**src/rtl/constants.sv**
```systemverilog
// Global datapath constants shared across the core.
// Single source for the machine word width (32 or 64).
// Included/compiled ahead of any module that uses `WORD_LEN.
`ifndef WORD_LEN
`define WORD_LEN 32
`endif

```
**src/rtl/wb_pkg.sv**
```systemverilog
// Write-back stage types: load sizes, FSM states, result-source indices.
// No logic; shared by wb_unit and load_align.
// Source indices match the in_src packing order.
package wb_pkg;

  typedef enum logic [1:0] {
    MEM_B = 2'd0,
    MEM_H = 2'd1,
    MEM_W = 2'd2,
    MEM_D = 2'd3
  } mem_size_t;

  typedef enum logic [1:0] {
    EMPTY    = 2'd0,
    WAIT_MEM = 2'd1,
    READY    = 2'd2
  } wb_state_t;

  localparam int WB_ALU = 0;
  localparam int WB_MEM = 1;
  localparam int WB_PC4 = 2;
  localparam int WB_CSR = 3;

endpackage

```
**src/rtl/wb_unit_load_align.sv**
```systemverilog
// Load aligner: extracts B/H/W/D from a raw memory word and extends it.
// Purely combinational, zero latency.
// No backpressure; D on a 32-bit datapath degrades to W.
import wb_pkg::*;

module load_align #(
  parameter int WORD_LEN = 32
) (
  input  logic [WORD_LEN-1:0]           raw,
  input  mem_size_t                     size,
  input  logic                          is_unsigned,
  input  logic [$clog2(WORD_LEN/8)-1:0] addr_lo,
  output logic [WORD_LEN-1:0]           aligned
);

  localparam int OW = $clog2(WORD_LEN);
  // Word offset only exists on a 64-bit datapath (bit 5 of the bit offset).
  localparam logic [OW-1:0] WORD_MASK = (WORD_LEN == 64) ? OW'(32) : OW'(0);
  // Clearing bit 3 of the bit offset drops addr_lo[0] for halfwords.
  localparam logic [OW-1:0] HALF_MASK = ~OW'(8);

  logic [OW-1:0] byte_off;
  logic [OW-1:0] half_off;
  logic [OW-1:0] word_off;
  logic [7:0]    b_v;
  logic [15:0]   h_v;
  logic [31:0]   w_v;

  assign byte_off = {addr_lo, 3'b000};
  assign half_off = byte_off & HALF_MASK;
  assign word_off = byte_off & WORD_MASK;

  assign b_v = raw[byte_off +: 8];
  assign h_v = raw[half_off +: 16];
  assign w_v = raw[word_off +: 32];

  // Select the field for the access size, then zero- or sign-extend it.
  always_comb begin
    aligned = '0;
    case (size)
      MEM_B:   aligned = is_unsigned ? WORD_LEN'(b_v) : WORD_LEN'($signed(b_v));
      MEM_H:   aligned = is_unsigned ? WORD_LEN'(h_v) : WORD_LEN'($signed(h_v));
      MEM_W:   aligned = is_unsigned ? WORD_LEN'(w_v) : WORD_LEN'($signed(w_v));
      default: aligned = (WORD_LEN == 64) ? raw
                       : (is_unsigned ? WORD_LEN'(w_v) : WORD_LEN'($signed(w_v)));
    endcase
  end

endmodule

```
**src/rtl/wb_unit.sv**
```systemverilog
// Registered write-back stage: one-entry buffer between MEM and the register file.
// Latency 1 cycle from accept (or from late mem_rvalid) to rf_we.
// Holds in_ready low only while a load waits for memory data.
`ifndef WORD_LEN
`define WORD_LEN 32
`endif

import wb_pkg::*;

module wb_unit #(
  parameter int WORD_LEN = `WORD_LEN,
  parameter int NUM_SRC  = 4,
  parameter int REG_ADDR = 5
) (
  input  logic                                clk,
  input  logic                                rst,
  input  logic                                in_valid,
  output logic                                in_ready,
  input  logic [$clog2(NUM_SRC)-1:0]          in_wbsel,
  input  logic [NUM_SRC-1:0][WORD_LEN-1:0]    in_src,
  input  logic [REG_ADDR-1:0]                 in_rd,
  input  logic                                in_regwrite,
  input  mem_size_t                           in_size,
  input  logic                                in_unsigned,
  input  logic [$clog2(WORD_LEN/8)-1:0]       in_addr_lo,
  input  logic                                mem_rvalid,
  input  logic [WORD_LEN-1:0]                 mem_rdata,
  output logic                                rf_we,
  output logic [REG_ADDR-1:0]                 rf_waddr,
  output logic [WORD_LEN-1:0]                 rf_wdata,
  output logic                                pend_valid,
  output logic [REG_ADDR-1:0]                 pend_rd
);

  localparam int SEL_W = $clog2(NUM_SRC);
  localparam int AW    = $clog2(WORD_LEN / 8);

  wb_state_t             state_q, state_d;
  logic [REG_ADDR-1:0]   rd_q, rd_d;
  logic                  regwrite_q, regwrite_d;
  mem_size_t             size_q, size_d;
  logic                  uns_q, uns_d;
  logic [AW-1:0]         addr_lo_q, addr_lo_d;
  logic [WORD_LEN-1:0]   data_q, data_d;

  logic                  accept;
  logic [SEL_W-1:0]      sel;
  logic                  is_load;
  mem_size_t             al_size;
  logic                  al_uns;
  logic [AW-1:0]         al_addr;
  logic [WORD_LEN-1:0]   al_data;

  assign in_ready = !rst && (state_q != WAIT_MEM);
  assign accept   = in_valid && in_ready;

  // Out-of-range source selects fall back to the ALU result.
  always_comb begin
    sel = in_wbsel;
    if (int'(in_wbsel) >= NUM_SRC) sel = SEL_W'(WB_ALU);
  end

  assign is_load = (sel == SEL_W'(WB_MEM));

  // While waiting, the aligner works from the captured load attributes.
  always_comb begin
    al_size = in_size;
    al_uns  = in_unsigned;
    al_addr = in_addr_lo;
    if (state_q == WAIT_MEM) begin
      al_size = size_q;
      al_uns  = uns_q;
      al_addr = addr_lo_q;
    end
  end

  load_align #(.WORD_LEN(WORD_LEN)) u_align (
    .raw         (mem_rdata),
    .size        (al_size),
    .is_unsigned (al_uns),
    .addr_lo     (al_addr),
    .aligned     (al_data)
  );

  // Next-state and entry update for the single-entry stage.
  always_comb begin
    state_d    = state_q;
    rd_d       = rd_q;
    regwrite_d = regwrite_q;
    size_d     = size_q;
    uns_d      = uns_q;
    addr_lo_d  = addr_lo_q;
    data_d     = data_q;
    case (state_q)
      WAIT_MEM: begin
        if (mem_rvalid) begin
          data_d  = al_data;
          state_d = READY;
        end
      end
      default: begin
        if (accept) begin
          rd_d       = in_rd;
          regwrite_d = in_regwrite;
          size_d     = in_size;
          uns_d      = in_unsigned;
          addr_lo_d  = in_addr_lo;
          if (is_load && !mem_rvalid) begin
            state_d = WAIT_MEM;
          end else begin
            data_d  = is_load ? al_data : in_src[sel];
            state_d = READY;
          end
        end else begin
          state_d = EMPTY;
        end
      end
    endcase
  end

  // Stage register; reset discards any entry, including a waiting load.
  always_ff @(posedge clk) begin
    if (rst) begin
      state_q    <= EMPTY;
      rd_q       <= '0;
      regwrite_q <= 1'b0;
      size_q     <= MEM_B;
      uns_q      <= 1'b0;
      addr_lo_q  <= '0;
      data_q     <= '0;
    end else begin
      state_q    <= state_d;
      rd_q       <= rd_d;
      regwrite_q <= regwrite_d;
      size_q     <= size_d;
      uns_q      <= uns_d;
      addr_lo_q  <= addr_lo_d;
      data_q     <= data_d;
    end
  end

  // Outputs decode only registered state; x0 writes are suppressed.
  assign rf_we      = (state_q == READY) && regwrite_q && (rd_q != '0);
  assign rf_waddr   = rd_q;
  assign rf_wdata   = data_q;
  assign pend_valid = (state_q == WAIT_MEM);
  assign pend_rd    = pend_valid ? rd_q : '0;

endmodule
```
**config.mk**
```make
export PLATFORM = sky130hd
export DESIGN_NAME = wb_unit
export DESIGN_NICKNAME = d
export VERILOG_FILES = /design/src/rtl/constants.sv /design/src/rtl/wb_pkg.sv /design/src/rtl/wb_unit_load_align.sv /design/src/rtl/wb_unit.sv
export SDC_FILE = /design/constraint.sdc
export NUM_CORES = 1
export LEC_CHECK = 0
export ABC_AREA = 1
export CAP_MARGIN = 10
export CORE_MARGIN = 5
export CORE_UTILIZATION = 31
export CTS_CLUSTER_SIZE = 20
export DETAILED_ROUTE_END_ITERATION = 16
export PLACE_DENSITY = 0.82
export REMOVE_ABC_BUFFERS = 1
export SLEW_MARGIN = 25
export SYNTH_ARGS = -nofsm -noshare
export SYNTH_HDL_FRONTEND = slang
export SYNTH_SLANG_ARGS = --single-unit
```
**constraint.sdc**
```tcl
create_clock -name clk -period 5.39 [get_ports clk]
set_clock_uncertainty 0.2 [all_clocks]
set_input_delay 1.078 -clock clk [delete_from_list [all_inputs] [get_ports clk]]
set_output_delay 1.078 -clock clk [all_outputs]
set_load 0.02 [all_outputs]
```
# Word-level counts from Yosys, hierarchy flattened
# Index checks and enable logic that the tools add are counted.
[totals] wordCells=48 out_inout_bits=45 inputBits=177 ff_bits=45
[classes] magnitude_cmp=1 eq_ne=7 muxes=18 bitwise_logic=1 n_reduce_logical=12 n_shift=2
[ops] op="32-bit two-way mux" count=8
[ops] op="32-bit binary-select mux with 2-bit select" count=1
[ops] op="32-bit case mux with 2 select lines" count=1
[ops] op="32-bit by 6-bit indexed part select with 16-bit output" count=1
[ops] op="32-bit by 6-bit indexed part select with 8-bit output" count=1
[ops] op="2-bit two-way mux" count=6
[ops] op="2-bit by 1-bit == test with 1-bit output, second input constant" count=3
[ops] op="1-bit logical AND" count=5
[ops] op="5-bit two-way mux" count=1
[ops] op="5-bit nonzero test" count=1
[ops] op="2-bit != test, second input constant" count=2
[ops] op="2-bit by 3-bit < comparator with 1-bit output, second input constant" count=1
[ops] op="3-bit AND reduction" count=1
[ops] op="2-bit == test, second input constant" count=1
[ops] op="1-bit logical NOT" count=2
[ops] op="2-bit logical NOT" count=1
[ops] op="2-bit by 1-bit != test with 1-bit output, second input constant" count=1
[ops] op="2-bit AND reduction" count=1
[ops] op="2-bit nonzero test" count=1
[ops] op="1-bit two-way mux" count=1
[ops] op="1-bit NOT" count=1

# Depth between registers and ports, before layout
# Gate-level depths: netlist (run 1).
[logic_depth] ltp_word=9 ltp_mapped=14 mapped_depth_nobuf=12

# Cells and area by module
# From an unflattened synthesis (run 1), not the netlist that was laid out.
[unflattened] cells_unflattened=797 hier_area_um2=4244.1
[by_module_without_submodules] mod="wb_unit" instances=1 area_per_inst_um2=3397.0 cells_each=638 seq_area_each_um2=900.9
[by_module_without_submodules] mod="load_align" instances=1 area_per_inst_um2=847.1 cells_each=159 seq_area_each_um2=0.0

# Worst setup path after synthesis (run 1)
# No wires, ideal clock.
[synth_path] path_type="in2reg" from="in in_wbsel[1]" to="reg data_q[25] (netlist: rf_wdata[25])" cell_stages=12 t_arrival_ns=2.396 setup_slack_ns=2.675 n_path_buf=3 t_required_ns=5.071 path_cell_list="buf_2 > inv_4 > nand2_4 > nand2_2 > inv_2 > or2_1 > nand2_2 > inv_2 > buf_6 > buf_6 > o21ai_0 > a21oi_1"
[synth_between] elab_chain_cells=6
[synth_rtl] element="from (decl)" line_no="wb_unit.sv:19" source="input logic [$clog2(NUM_SRC)-1:0] in_wbsel,"
[synth_rtl] element="32-bit binary-select mux with 2-bit select" line_no="wb_unit.sv:111" source="data_d = is_load ? al_data : in_src[sel];"
[synth_rtl] element="32-bit two-way mux (implied by the code)" line_no="wb_unit.sv:111"
[synth_rtl] element="32-bit two-way mux" line_no="wb_unit.sv:111"
[synth_rtl] element="32-bit two-way mux" line_no="wb_unit.sv:108" source="if (is_load && !mem_rvalid) begin"
[synth_rtl] element="32-bit two-way mux" line_no="wb_unit.sv:102" source="if (accept) begin"
[synth_rtl] element="32-bit two-way mux" line_no="wb_unit.sv:94" source="case (state_q)"
[synth_rtl] element="to (signal assigned)" line_no="wb_unit.sv:138" source="data_q <= data_d;"
[synth_rtl] element="to (decl)" line_no="wb_unit.sv:44" source="logic [WORD_LEN-1:0] data_q, data_d;"
# Several ways; a longest one is shown, not always the timed one. The select of a mux whose other input is x is not followed.
# A chain may end at the register's enable or synchronous reset.

# Final worst setup path (run 1)
[layout_path] from="in in_wbsel[1]" to="reg data_q[7] (netlist: rf_wdata[7])"
# Same word-level chain as after synthesis.

==> results of run 1 <==
## per-stage QoR
| step | instance area [µm²] | worst slack [ps] | power (mW) | cells | utilization, % |
|---|---|---|---|---|---|
| floorplan | 3250 | 2250 | 0.553 | 539 | - |
| finish | 5700 | 1810 | 1.01 | 906 | 52.3 |
| CTS | 5700 | 1800 | 1.02 | 906 | 52.3 |
| detailed placement | 5600 | 1480 | 0.779 | 898 | 51.4 |
| global placement | 5600 | 1570 | 0.775 | 898 | 51.4 |
| global route | 5700 | 1490 | 1.07 | 906 | 52.3 |
## worst paths after layout
kind,start,end,slack (ps),depth (start not counted)
setup / recovery,in_wbsel[1],rf_wdata[7],1810,10
hold / removal,uns_q,uns_q,260,2
setup reg to reg,state_q[0],rf_wdata[7],2600,9
hold reg to reg,uns_q,uns_q,260,2
## state kept, by name, summed over array words and instances (netlist names)
name / flops
uns_q: 1
size_q: 2
state_q: 2
regwrite_q: 1
rf_wdata: 32
addr_lo_q: 2
rf_waddr: 5
## layout make-up
class / instances / share of cell area (%)
tap: 140 / 3.07
clock buffer: 7 / 1.69
inverter: 34 / 2.28
timing repair buffer: 219 / 38.2
multi-input combinational: 460 / 38.9
clock inverter: 1 / 0.0879
sequential: 45 / 15.8
## synth_stat cells, drive strengths merged
cell / count / share of area (%)
nand2: 185 / 21
a21oi: 76 / 11
o21ai: 69 / 9.9
nand3: 54 / 7.9
dfxtp: 45 / 26
nor2: 38 / 4.9
inv: 34 / 3.7
clkbuf: 26 / 2.8
o221ai: 22 / 5.6
buf: 17 / 3.7
nand3b: 5 / 1.1
o22ai: 4 / 0.72
o21a: 2 / 0.43
a221oi: 1 / 0.25
a22oi: 1 / 0.22
nand4: 1 / 0.18
o2111ai: 1 / 0.25
or2: 1 / 0.18
## tightest hold or removal path, stage by stage (launching register included)
cell	delay, ps
dfxtp_1	300
inv_1	60
a21oi_1	60
## layer usage
| layer | vias to the layer above | part of all wire [%] | GRT usage, % |
|---|---|---|---|
| li1 | 2336 | - | - |
| met1 | 2087 | 42 | 25.9 |
| met2 | 146 | 48 | 34.3 |
| met3 | 15 | 7.8 | 5.17 |
| met4 | 0 | 1.6 | 4.95 |
| met5 | - | 0 | 0 |
## logic make-up (layout without fill, tap and decap cells)
group / count (synthesis) / after routing / synth area share, %
AOI/OAI and AO/OA: 176 / 176 / 28.3
buffers and inverters: 77 / 261 / 10.2
DFF: 45 / 45 / 26.0
and+or+nand+nor: 284 / 284 / 35.5
## power by group through the flow
stage          combinational [mW]  sequential (mW)  clock, mW
2_1_floorplan               0.150            0.404          0
3_3_place_gp                0.398            0.377          0
3_5_place_dp                0.401            0.378          0
4_1_cts                     0.403            0.370      0.244
5_1_grt                     0.440            0.374      0.259
6_report                    0.402            0.371      0.236
## cell usage in the layout, fill, tap and decap left out, types with 2 or more instances in the layout
cell type and instances:
a21oi_1 76, clkdlybuf4s50_1 213, nand3b_1 5, nor2_1 35, inv_2 5, nand2_1 174
buf_4 5, inv_1 28, nand2_2 8, o221ai_1 22, nand3_1 53, o21ai_0 68
clkbuf_8 7, dfxtp_1 45, nand2_4 3, o21a_1 2, o22ai_1 4
==> impl_metrics.ini, run 1 <==
[synth]
synth_warnings = 0
synth_area_um2 = 3470
yosysSeqAreaShare_pct = 26.0
syn_inst = 582
ys_types = 29
ys_ff_latch = 45
synth.avg_cell_area_um2 = 5.96

[power_and_ir_drop]
seq_power_share_pct = 36.7
p_int_mw = 0.682
p_clk_share_pct = 23.4
p_per_area_nw_per_um2 = 177
peakVddDrop_mv = 0.106
pwr-share-comb_pct = 39.8
p_sw_mw = 0.326
cellLeakagePower_nw = 2.39
sw_frac_of_total_pct = 32.3

[sta]
rsz0062_at_grt = no
tightest_slew_ps = 838
max_freq_mhz = 279
drv_slew = 0
setup_viol = 0
finalCritPeriodShare_pct = 66.5
post-route-min-period_ps = 3580
tns_ps = 0
whs_ps = 263
max_slew_margin_pct = 44.1
finalHoldViolations = 0

[cts]
cts_max_path_buffers = 2
ctsHtreeMaxLevel = 2
cts.clk_slew.worst_paths_ps = 80
cts_sinks = 45
ctsResizeCount = 0
root_buffer = clkbuf_8
cts_buffers = 5
post_cts_buffers = 0
cts_tree = built
clkLatencyLatePin_ps = 290
holdBufCountCts = 0

[worst_setup_path]
critical_path.top_delay_family = buffers and inverters
crit_fanout = 56
critPathSlowestCell = inv_2
cp_data_required_time_ps = 5410
path_buf_inv = 4
crit_type = in -> reg
critPathArrivalTime_ps = 3600
critPathMaxStageDelay_ps = 660
crit_chain = clkdlybuf4s50_1 > inv_4 > nand2_4 > nand2_2 > inv_2 > or2_1 > nand2_2 > inv_2 > o21ai_0 > a21oi_1
end_kind = register
worst_setup_path_start_kind = primary input

[placement]
dp_hpwl_um = 10600
gp_congestion = 0.810
place.port_buffers = 214

[detailed_routing]
vias = 4584
first_pass_iters = 4
remaining_drc_errors = 0
route.detailed.wl_per_inst_um = 15.7
vias_per_cell = 5.06
drt-initial-drc-count = 195
antenna_left = 0
wirelength_um = 14300

[finish]
multi_input_area_um2 = 2210
diodes = 0
seqCellArea_um2 = 901
nNetsFinal = 942
syn_to_final_growth_pct = 64.1
nFillCells = 1097
drive_above_1_share_pct = 4.57

[die]
ios = 222
dieWidth_um = 116
start_util_pct = 31.9
die_area_um2 = 13400
core_um2 = 10900
die_h_um = 116
std_cell_rows = 38

[global_routing]
antenna_found_initial = 0
grt_usage_pct = 20.3
grt_pass1_vias = 4345
grt_first_pass_wirelength_um = 21800
overflow = 0
grt_max_degree = 57

[job]
max_cap_viol_count = 0

[min_path]
hp-class = reg -> reg

[outcome]
status = finished clean
Power figures use the tool's default switching activity.
==> run 2: changes to the inputs <==
PLACE_DENSITY = 0.85   (was 0.82)
clock period = 3.15 ns   (was 5.39 ns; I/O delays follow)
==> run 2 against run 1 <==
Via count grew 3.2%. Non-clock buffer count grew 10. First-iteration DRC count grew 25%. Routed wire length grew 2.9%. Sequential share of layout area shrank 0.21 points. Clock-buffer cell count is the same. Sequential power grew 71%. Sequential cell count is the same. Cell area grew 1.3%. Hold slack gained 11 ps. Cell count grew 1.1%. Core utilization grew 0.69 points. Largest power group unchanged.
==> impl_metrics.ini, run 2 (same netlist as run 1, synthesis figures left out) <==
[worst_setup_path]
crit_chain = clkdlybuf4s50_1 > inv_1 > nand2_1 > nand2_2 > inv_2 > nor2_8 > nand2_2 > nand2_2 > nand2_2 > nand3_1 > nand2_1 > a21oi_1
reg2reg_to = rf_wdata[23]
end_kind = register
worst_setup_path_start_kind = primary input
crit_fanout = 24
critPathMaxStageDelay_ps = 450
critPathArrivalTime_ps = 2640
crit_type = in -> reg
r2r_start = state_q[0]
cpMostUsedCell = nand2_2
cp_data_required_time_ps = 3110
rrSetupSlack_ps = 650
reg2reg_depth = 11
critPathSlowestCell = clkdlybuf4s50_1

[die]
start_util_pct = 31.9
core_um2 = 10900
die_area_um2 = 13400
std_cell_rows = 38
die_h_um = 116
ios = 222
dieWidth_um = 116

[finish]
nNetsFinal = 952
layout_common_cells = 213 x clkdlybuf4s50_1, 174 x nand2_1, 76 x a21oi_1
largest_register_ffs = 32
fin_util_pct = 53.0
diodes = 0
syn_to_final_growth_pct = 66.3
drive_above_1_share_pct = 5.80
stdcell_count = 916
nFillCells = 1082
layout_commonest_cell = clkdlybuf4s50_1

[sta]
drv_slew = 0
worst_slack_ps = 470
whs_ps = 273
finalHoldViolations = 0
setup_viol = 0
max_freq_mhz = 373
rsz0062_at_grt = no
finalCritPeriodShare_pct = 85.1
tightest_slew_ps = 802
post-route-min-period_ps = 2680
max_slew_margin_pct = 46.5
tns_ps = 0

[global_routing]
overflow = 0
grt_max_degree = 57
grt_usage_pct = 20.9
grt_pass1_vias = 4377
antenna_found_initial = 0
grt_first_pass_wirelength_um = 22300

[power_and_ir_drop]
cellLeakagePower_nw = 2.43
p_per_area_nw_per_um2 = 302
peakVddDrop_mv = 0.166

[detailed_routing]
first_pass_iters = 5
vias_per_cell = 5.16
remaining_drc_errors = 0
vias = 4729
drt-initial-drc-count = 244
antenna_left = 0
route.detailed.wl_per_inst_um = 16.0
wirelength_um = 14700

[min_path]
hold_start = uns_q
hp-class = reg -> reg
hold_end = uns_q
whs_path_depth = 2

[cts]
cts_sinks = 45
holdBufCountCts = 0
post_cts_buffers = 0
clkLatencyLatePin_ps = 300
cts.clk_slew.worst_paths_ps = 90
cts_tree = built
ctsHtreeMaxLevel = 2
cts_max_path_buffers = 2
ctsResizeCount = 0
cts_buffers = 5
root_buffer = clkbuf_8

[job]
max_cap_viol_count = 0

[outcome]
status = finished clean

[placement]
place.port_buffers = 214
dp_hpwl_um = 11300
numPlacedInstances = 908
dp_worst_setup_slack_ps = 132
gp_congestion = 0.872
-- run 2: changes by cell type in the layout (fill, tap and decap cells not counted), sizes merged --
| cell | change |
|---|---|
| buf | +10 |
-- run 2: power by group --
part           switching, mW  internal, mW  total (mW)
combinational          0.337         0.365       0.703
clock                  0.209         0.199       0.408
sequential            0.0209         0.612       0.633
total                  0.568          1.18        1.74
-- run 2: final cells by class --
cell class	count	area, µm²	area share (%)
Timing Repair Buffer	229	2250	39.0
Multi-Input combinational cell	460	2210	38.4
Sequential cell	45	901	15.6
Tap cell	140	175	3.03
Inverter	34	130	2.25
Clock buffer	7	96.3	1.67
Clock inverter	1	5.00	0.0867
-- run 2: metrics by stage --
step,power [mW],instance area (µm²)
2_1_floorplan,0.947,3250
3_3_place_gp,1.34,5670
3_5_place_dp,1.35,5670
4_1_cts,1.76,5770
5_1_grt,1.85,5770
6_report,1.74,5770
-- run 2: metal layers --
layer	GRT usage, %	wire length [µm]	up-vias
li1	-	-	2358
met1	25.8	5910	2149
met2	36.4	7040	206
met3	6.21	1540	16
met4	3.79	169	0
met5	0	0	-
-- run 2: worst max-delay path: cells and delay by family --
| family | cells | cell delay, ps |
|---|---|---|
| compound gates | 1 | 60 |
| buf+inv | 3 | 880 |
| simple gates | 8 | 1060 |
-- run 2: worst max path at each step --
stage / startpoint / slack (ps) / depth (start not counted) / endpoint
finish: in_size[1] / 470 / 12 / rf_wdata[23]
global route: in_size[1] / 240 / 12 / rf_wdata[23]
CTS: in_size[1] / 450 / 12 / rf_wdata[23]
detailed placement: in_size[1] / 130 / 12 / rf_wdata[23]
global placement: in_size[1] / 170 / 12 / rf_wdata[12]
floorplan: in_wbsel[1] / 460 / 9 / rf_wdata[0]
